## config.mk

```make
export PLATFORM = sky130hd
export DESIGN_NAME = mac_pe
export DESIGN_NICKNAME = d
export VERILOG_FILES = /design/src/rtl/mac_pkg.sv /design/src/rtl/mac_sat.sv /design/src/rtl/mac_pe.sv
export SDC_FILE = /design/constraint.sdc
export NUM_CORES = 1
export LEC_CHECK = 0
export BUFFER_PORTS_ARGS = -buffer_cell sky130_fd_sc_hd__buf_2
export CAP_MARGIN = 20
export CORE_MARGIN = 10
export CORE_UTILIZATION = 55
export CTS_CLUSTER_DIAMETER = 120
export CTS_CLUSTER_SIZE = 10
export DETAILED_ROUTE_END_ITERATION = 8
export GPL_ROUTABILITY_DRIVEN = 0
export PLACE_DENSITY = 0.76
export SETUP_SLACK_MARGIN = 0.2
export SYNTH_ARGS = -nofsm -noshare
export SYNTH_HDL_FRONTEND = slang
export SYNTH_SLANG_ARGS = --single-unit
```

## constraint.sdc

```tcl
create_clock -name clk -period 8.17 [get_ports clk]
set_input_delay 1.2255 -clock clk [delete_from_list [all_inputs] [get_ports clk]]
set_output_delay 1.2255 -clock clk [all_outputs]
set_load 0.01 [all_outputs]
```

## src/rtl/mac_pkg.sv

```systemverilog
// mac_pkg: shared types, width limits and the result conversion used by the MAC array.
package mac_pkg;

    typedef enum logic [0:0] {IDLE = 1'b0, ACCUM = 1'b1} pe_state_t;

    localparam int MAX_W = 64;

    function automatic bit widths_ok(input int data_w, input int acc_w, input int out_w);
        return acc_w >= 2 * data_w && out_w <= acc_w && acc_w < MAX_W;
    endfunction

    // x arrives already sign- or zero-extended to MAX_W; the caller keeps the low out_w bits.
    function automatic logic [MAX_W-1:0] sat_conv(input logic [MAX_W-1:0] x, input int out_w,
                                                   input bit sgn, input bit sat);
        logic signed [MAX_W-1:0] hi;
        logic signed [MAX_W-1:0] lo;
        hi = sgn ? (64'sd1 <<< (out_w - 1)) - 64'sd1 : (64'sd1 <<< out_w) - 64'sd1;
        lo = sgn ? -(64'sd1 <<< (out_w - 1)) : '0;
        if (!sat) return x;
        if (sgn) return $signed(x) > hi ? hi : $signed(x) < lo ? lo : x;
        return x > hi ? hi : x;
    endfunction

endpackage

```

## src/rtl/mac_sat.sv

```systemverilog
// mac_sat: combinational accumulator-to-result conversion, clamping or truncating.
module mac_sat import mac_pkg::*; #(
    parameter int ACC_W    = 24,
    parameter int OUT_W    = 16,
    parameter int SIGNED   = 1,
    parameter int SATURATE = 1
) (
    input  logic [ACC_W-1:0] acc,
    output logic [OUT_W-1:0] res
);

    logic fill;

    assign fill = SIGNED != 0 ? acc[ACC_W-1] : 1'b0;
    assign res  = OUT_W'(sat_conv({{(MAX_W-ACC_W){fill}}, acc}, OUT_W, SIGNED != 0, SATURATE != 0));

endmodule

```

## src/rtl/mac_pe.sv

```systemverilog
// mac_pe: output-stationary systolic MAC cell with operand forwarding,
// framed accumulation and one stage of the column result drain chain.
module mac_pe import mac_pkg::*; #(
    parameter int DATA_W   = 8,
    parameter int ACC_W    = 24,
    parameter int OUT_W    = 16,
    parameter int SIGNED   = 1,
    parameter int SATURATE = 1
) (
    input  logic              clk,
    input  logic              reset_n,
    input  logic [DATA_W-1:0] a_in,
    input  logic              a_valid_in,
    input  logic              a_first_in,
    input  logic              a_last_in,
    input  logic [DATA_W-1:0] b_in,
    input  logic              b_valid_in,
    output logic [DATA_W-1:0] a_out,
    output logic              a_valid_out,
    output logic              a_first_out,
    output logic              a_last_out,
    output logic [DATA_W-1:0] b_out,
    output logic              b_valid_out,
    input  logic              shift_en,
    input  logic [OUT_W-1:0]  res_in,
    input  logic              res_valid_in,
    output logic [OUT_W-1:0]  res_out,
    output logic              res_valid_out,
    output logic              busy,
    input  logic              err_clr,
    output logic              seq_err,
    output logic              collision
);

    if (!widths_ok(DATA_W, ACC_W, OUT_W)) begin : g_bad_widths
        $error("mac_pe: need ACC_W >= 2*DATA_W, OUT_W <= ACC_W, ACC_W < 64");
    end

    logic [DATA_W-1:0]          a_q, a_d, b_q, b_d;
    logic                       a_valid_q, a_valid_d, a_first_q, a_first_d, a_last_q, a_last_d;
    logic                       b_valid_q, b_valid_d;
    logic [OUT_W-1:0]           res_q, res_d, conv;
    logic                       res_valid_q, res_valid_d;
    logic                       seq_err_q, seq_err_d, collision_q, collision_d;
    logic [ACC_W-1:0]           acc_q, acc_d, acc_next, prod;
    logic signed [2*DATA_W-1:0] prod_s;
    logic [2*DATA_W-1:0]        prod_u;
    logic                       fire, capture, seq_set, coll_set;
    pe_state_t                  state_q, state_d;

    assign prod_s   = $signed(a_in) * $signed(b_in);
    assign prod_u   = a_in * b_in;
    assign prod     = SIGNED != 0 ? ACC_W'(prod_s) : ACC_W'(prod_u);
    assign fire     = a_valid_in & b_valid_in;
    assign capture  = fire & a_last_in;
    // A first tag always restarts the sum, even mid-frame.
    assign acc_next = (state_q == ACCUM && !a_first_in) ? acc_q + prod : prod;
    assign seq_set  = fire & (state_q == IDLE ? !a_first_in : a_first_in);
    assign coll_set = capture & ((res_valid_q & !shift_en) | (shift_en & res_valid_in));

    mac_sat #(.ACC_W(ACC_W), .OUT_W(OUT_W), .SIGNED(SIGNED), .SATURATE(SATURATE)) u_sat (
        .acc (acc_next),
        .res (conv)
    );

    always_comb begin
        a_d         = a_valid_in ? a_in : a_q;
        b_d         = b_valid_in ? b_in : b_q;
        a_valid_d   = a_valid_in;
        a_first_d   = a_first_in;
        a_last_d    = a_last_in;
        b_valid_d   = b_valid_in;
        acc_d       = fire ? acc_next : acc_q;
        state_d     = !fire ? state_q : a_last_in ? IDLE : ACCUM;
        res_d       = capture ? conv : shift_en ? res_in : res_q;
        res_valid_d = capture ? 1'b1 : shift_en ? res_valid_in : res_valid_q;
        seq_err_d   = seq_set | (seq_err_q & !err_clr);
        collision_d = coll_set | (collision_q & !err_clr);
    end

    always_ff @(posedge clk or negedge reset_n) begin
        if (!reset_n) begin
            a_q         <= '0;
            b_q         <= '0;
            a_valid_q   <= 1'b0;
            a_first_q   <= 1'b0;
            a_last_q    <= 1'b0;
            b_valid_q   <= 1'b0;
            acc_q       <= '0;
            state_q     <= IDLE;
            res_q       <= '0;
            res_valid_q <= 1'b0;
            seq_err_q   <= 1'b0;
            collision_q <= 1'b0;
        end else begin
            a_q         <= a_d;
            b_q         <= b_d;
            a_valid_q   <= a_valid_d;
            a_first_q   <= a_first_d;
            a_last_q    <= a_last_d;
            b_valid_q   <= b_valid_d;
            acc_q       <= acc_d;
            state_q     <= state_d;
            res_q       <= res_d;
            res_valid_q <= res_valid_d;
            seq_err_q   <= seq_err_d;
            collision_q <= collision_d;
        end
    end

    assign a_out         = a_q;
    assign a_valid_out   = a_valid_q;
    assign a_first_out   = a_first_q;
    assign a_last_out    = a_last_q;
    assign b_out         = b_q;
    assign b_valid_out   = b_valid_q;
    assign res_out       = res_q;
    assign res_valid_out = res_valid_q;
    assign busy          = state_q == ACCUM;
    assign seq_err       = seq_err_q;
    assign collision     = collision_q;

endmodule

```

# Word level (Yosys, flattened, before mapping)
# Index checks and enable logic that the tools add are counted.
[word_totals]
reg_bits = 64
inputBits = 41
wordCells = 41
[classes]
n_addsub = 1
multipliers = 1
n_lt_le_gt_ge = 2
n_mux = 9
n_bitwise = 11
n_reduce_logical = 5
[op_table]
columns = ["op", "n"]
rows = [
  ["two-way mux 16 bit", 4],
  ["adder 24 bit", 1],
  ["greater-than comparator 24 x 16 -> 1 bit, second input constant", 1],
  ["< comparator 24 x 16 -> 1 bit, second input constant", 1],
  ["two-way mux 24 bit", 1],
  ["multiplier 8 x 8 -> 16 bit", 1],
  ["AND 1 bit", 8],
  ["two-way mux 1 bit", 4],
  ["zero test 1 bit", 3],
  ["bitwise OR 1 bit", 3],
  ["nonzero test 2 bit", 1],
  ["logical AND 1 bit", 1],
]

# Depth between registers and ports, before layout
[logic_depth]
depth_word = 7
depth_mapped = 31
ltp_nobuf = 29

# Cells and area by module
# A second synthesis with hierarchy kept.
[unflattened]
cells_unflattened = 728
hier_area_um2 = 6896.6
[by_module_without_submodules]
columns = ["mod", "instances", "cells_per_inst", "area_each_um2", "seq_area_each_um2"]
rows = [
  ["mac_pe", 1, 685, 6582.6, 1601.5],
  ["mac_sat", 1, 43, 314.1, 0.0],
]

# Worst setup path before layout
# Ideal clock, no wire load.
[synth_path]
kind = "input to register"
from = "in a_in[3]"
to = "reg res_q[6] (netlist: res_out[6])"
setup_time_ns = 0.120
arrival_ns = 7.312
required_time_ns = 8.050
path_slack_ns = 0.738
stages = 29
path_buffers = 2
path_cell_list = "and2_1 > fa_1 > inv_1 > fa_1 > inv_1 > fa_1 > inv_1 > fa_1 > inv_1 > ha_1 > a21oi_1 > o21bai_1 > a21oi_1 > o21bai_1 > a31o_2 > a21oi_1 > xnor2_1 > ha_1 > clkbuf_1 > a21o_1 > nand2_1 > o211ai_1 > a22o_1 > or3_1 > a31oi_2 > xor2_2 > o211ai_2 > buf_6 > a31o_1"
[synth_via]
elab_chain_len = 7
word_cells_on_any_way = 8
cone_classes = "add/sub: 1; mul: 1; order compare: 2; mux: 4"
[synth_rtl]
columns = ["item", "line", "rtl"]
rows = [
  ["from (decl)", "mac_pe.sv:12", "input logic [DATA_W-1:0] a_in,"],
  ["multiplier 8 x 8 -> 16 bit *", "mac_pe.sv:51", "assign prod_s = $signed(a_in) * $signed(b_in);"],
  ["adder 24 bit", "mac_pe.sv:57", "assign acc_next = (state_q == ACCUM && !a_first_in) ? acc_q + prod : prod;"],
  ["two-way mux 24 bit *", "mac_pe.sv:57", ""],
  ["< comparator 24 x 16 -> 1 bit", "mac_pkg.sv:20", "if (sgn) return $signed(x) > hi ? hi : $signed(x) < lo ? lo : x;"],
  ["two-way mux 16 bit", "mac_pkg.sv:20", ""],
  ["two-way mux 16 bit *", "mac_pkg.sv:20", ""],
  ["two-way mux 16 bit *", "mac_pe.sv:75", "res_d = capture ? conv : shift_en ? res_in : res_q;"],
  ["to (signal assigned)", "mac_pe.sv:104", "res_q <= res_d;"],
  ["to (decl)", "mac_pe.sv:42", "logic [OUT_W-1:0] res_q, res_d, conv;"],
]
# Mark *: on every way between the ends. The rest lies on a longest branch, timed or not.
# A chain may end at the register's enable or synchronous reset.

# Worst setup path in the final report
[layout_path]
from = "in a_in[3]"
to = "reg res_q[1] (netlist: res_out[1])"
# The elaborated chain is that of the path after synthesis.

==> impl_metrics.json <==
{
  "ys.flop_type": "dfrtp_1",
  "cts_root_buf": "clkbuf_16",
  "synth_nets": 886,
  "mostFrequentLayoutCells": "inv_1, buf_2, nand2_1",
  "cts_hold_buf": 0,
  "cts.reportedPaths.clkPinSlew_ns": 0.06,
  "io_pins": 81,
  "fillers": 987,
  "yosysSeqAreaShare_pct": 23.8,
  "ys_async_sr_fraction_pct": 100,
  "cts_buffer_depth": 2,
  "instances_no_fill": 970,
  "fin_crit_sh_pct": 94.4,
  "fp.coreArea_um2": 12000,
  "die-area_um2": 17100,
  "start_util_pct": 56.1,
  "crit_fanout": 11,
  "synth-seq-cells": 64,
  "clk_latency_ns": 0.35,
  "synth-edff-count": 0,
  "route.met2.wl_um": 8120,
  "cts_buffers": 9,
  "wl_met1_um": 7200,
  "grt_pass1_wl_um": 28000,
  "dp_cells": 950,
  "via_count": 5433,
  "endpoint_kind": "flip-flop",
  "finalHoldViolations": 0,
  "io_buffers": 80,
  "grt_usage_pct": 20.2,
  "fin_setup_tns_ns": 0,
  "fin_skew_ns": 0.00891,
  "setup_viol": 0,
  "maxSlewViolCount": 0,
  "num_rows": 40,
  "fp.dieH_um": 131,
  "die_w_um": 131,
  "diodes": 0,
  "route.detailed.drc": 0,
  "cts_num_sinks": 64,
  "htree_levels": 3,
  "routed_via_density": 5.60,
  "timing.fmax_mhz": 130,
  "drive_gt1_share_pct": 20.0,
  "hp-class": "reg2reg",
  "top_layer": "met4",
  "min_period_ns": 7.72,
  "cts_tree": "built",
  "worst_pin_slew_ns": 0.866,
  "grt_overflow": 0,
  "arrival_ns": 7.94,
  "slew_headroom_pct": 42.2,
  "grt_pass1_vias": 5825,
  "synth_cell_types": 67,
  "crit_type": "in2reg",
  "routed-wl-met3_um": 710,
  "status": "completed",
  "routed_wl_um": 16400,
  "syn-cell-area_um2": 6730,
  "ant_nets": 0,
  "yosys_warnings": 0,
  "synth_cells": 735,
  "first_pass_iters": 4,
  "max-cap-violations": 0,
  "wl_per_cell_um": 16.9,
  "rsz0062_at_grt": "no",
  "layout_commonest_cell": "inv_1",
  "grt_max_degree": 65,
  "area_growth_pct": 15.2,
  "worstSetupStartpointType": "input pin",
  "postSynthAreaPerCell_um2": 9.16,
  "drt-initial-drc-count": 378,
  "place_hpwl_um": 12700,
  "antenna_found_initial": 0,
  "cp.required_ns": 8.40,
  "layout.nets": 969
}
## cells by family (layout without fill, tap and decap cells)
kind of cell,after synthesis,count (layout),synth area share [%]
AO/OA/AOI/OAI,155,155,16.2
XOR/XNOR,30,30,4.12
adder cells (fa/ha/maj),110,110,26.7
buffers and inverters,122,210,7.00
flip-flops,64,64,23.8
multiplexers,38,38,6.09
AND/OR/NAND/NOR,216,216,16.1
## through the flow
stage	instance area (um^2)	setup WS (ns)	utilization, %	hold WS (ns)
after floorplan	6730	0.738	-	0.455
after detailed placement	7290	-0.0542	60.7	0.484
after global placement	7290	0.0676	60.7	0.469
after global routing	7760	0.0306	64.6	0.519
after CTS	7640	0.260	63.6	0.501
final	7760	0.454	64.6	0.498
## final cells by class
type                    count  area, um^2  area share [%]
flip-flops and latches     64        1600            20.6
clock inverters             6         115            1.48
multi-input cells         549        4740            61.1
repair buffers             91         495            6.39
inverters                 103         387            4.98
clock buffers              10         239            3.08
well taps                 147         184            2.37
## sequential cells by signal, summed over array words and instances (netlist names), 8 cells and up
name     count
a_out        8
res_out     16
acc_q       24
b_out        8
## final timing paths
| check | startpoint | end | slack [ns] | cells after the start |
|---|---|---|---|---|
| max | a_in[3] | res_out[1] | 0.45 | 28 |
| min | acc_q[8] | acc_q[8] | 0.50 | 2 |
| max reg2reg | acc_q[0] | res_out[14] | 4.58 | 14 |
| min reg2reg | acc_q[8] | acc_q[8] | 0.50 | 2 |
| max in group asynchronous | reset_n | a_out[3] | 6.52 | 2 |
| min in group asynchronous | reset_n | acc_q[12] | 1.08 | 2 |
## worst max-delay path, cell delays in order
cell and delay, ns:
buf_2 0.14, and2_1 0.18, fa_1 0.53, inv_1 0.05, fa_1 0.47, inv_1 0.06, fa_1 0.53, inv_1 0.06
fa_1 0.52, inv_1 0.04, ha_1 0.34, a21oi_2 0.18, o21bai_1 0.11, a21oi_2 0.19, o21bai_1 0.11, a31o_2 0.27
a21oi_2 0.17, xnor2_2 0.13, ha_2 0.41, o2111ai_1 0.21, a2111oi_2 0.65, o211ai_1 0.30, a31oi_4 0.22, xor2_2 0.26
o211ai_4 0.12, buf_12 0.16, a311oi_2 0.20, o21ai_1 0.08
## layer usage
metal / vias up / track usage [%]
met5: - / 0
met4: 0 / 6.34
met3: 28 / 4.03
met2: 135 / 33.9
met1: 2631 / 25.6
li1: 2639 / -
## cell usage after synthesis, types with 3 or more instances
library cell | n | area (um^2)
a31o_2 | 4 | 35.0
xor2_1 | 6 | 52.6
nor2_1 | 33 | 124
xnor2_1 | 22 | 193
mux2_2 | 20 | 225
and2_1 | 50 | 313
mux2i_1 | 17 | 170
a22o_1 | 4 | 35.0
dfrtp_1 | 64 | 1600
or3_1 | 4 | 25.0
nand3_1 | 9 | 45.0
a21oi_1 | 43 | 215
nor2b_1 | 10 | 62.6
o21bai_1 | 3 | 22.5
inv_1 | 102 | 383
o211ai_1 | 15 | 113
nand2b_1 | 6 | 37.5
and3_1 | 6 | 37.5
nand2_1 | 75 | 282
o2111ai_1 | 4 | 35.0
o22ai_2 | 4 | 50.1
nor3_1 | 10 | 50.1
clkbuf_1 | 14 | 52.6
nand4_1 | 3 | 18.8
ha_1 | 54 | 676
o21a_1 | 5 | 37.5
a21o_1 | 11 | 82.6
fa_1 | 56 | 1120
a21boi_0 | 4 | 30.0
o21ai_1 | 3 | 15.0
o21ai_0 | 28 | 140
a211oi_1 | 4 | 30.0
## repair_timing
action,in CTS,in global routing
setup endpoints to repair,0,15
resized for setup,0,15
buffers inserted,0,4
Power is left out: the tool's default activity adds up to more than one toggle a clock period on the data nets, which glitch-free logic cannot reach.
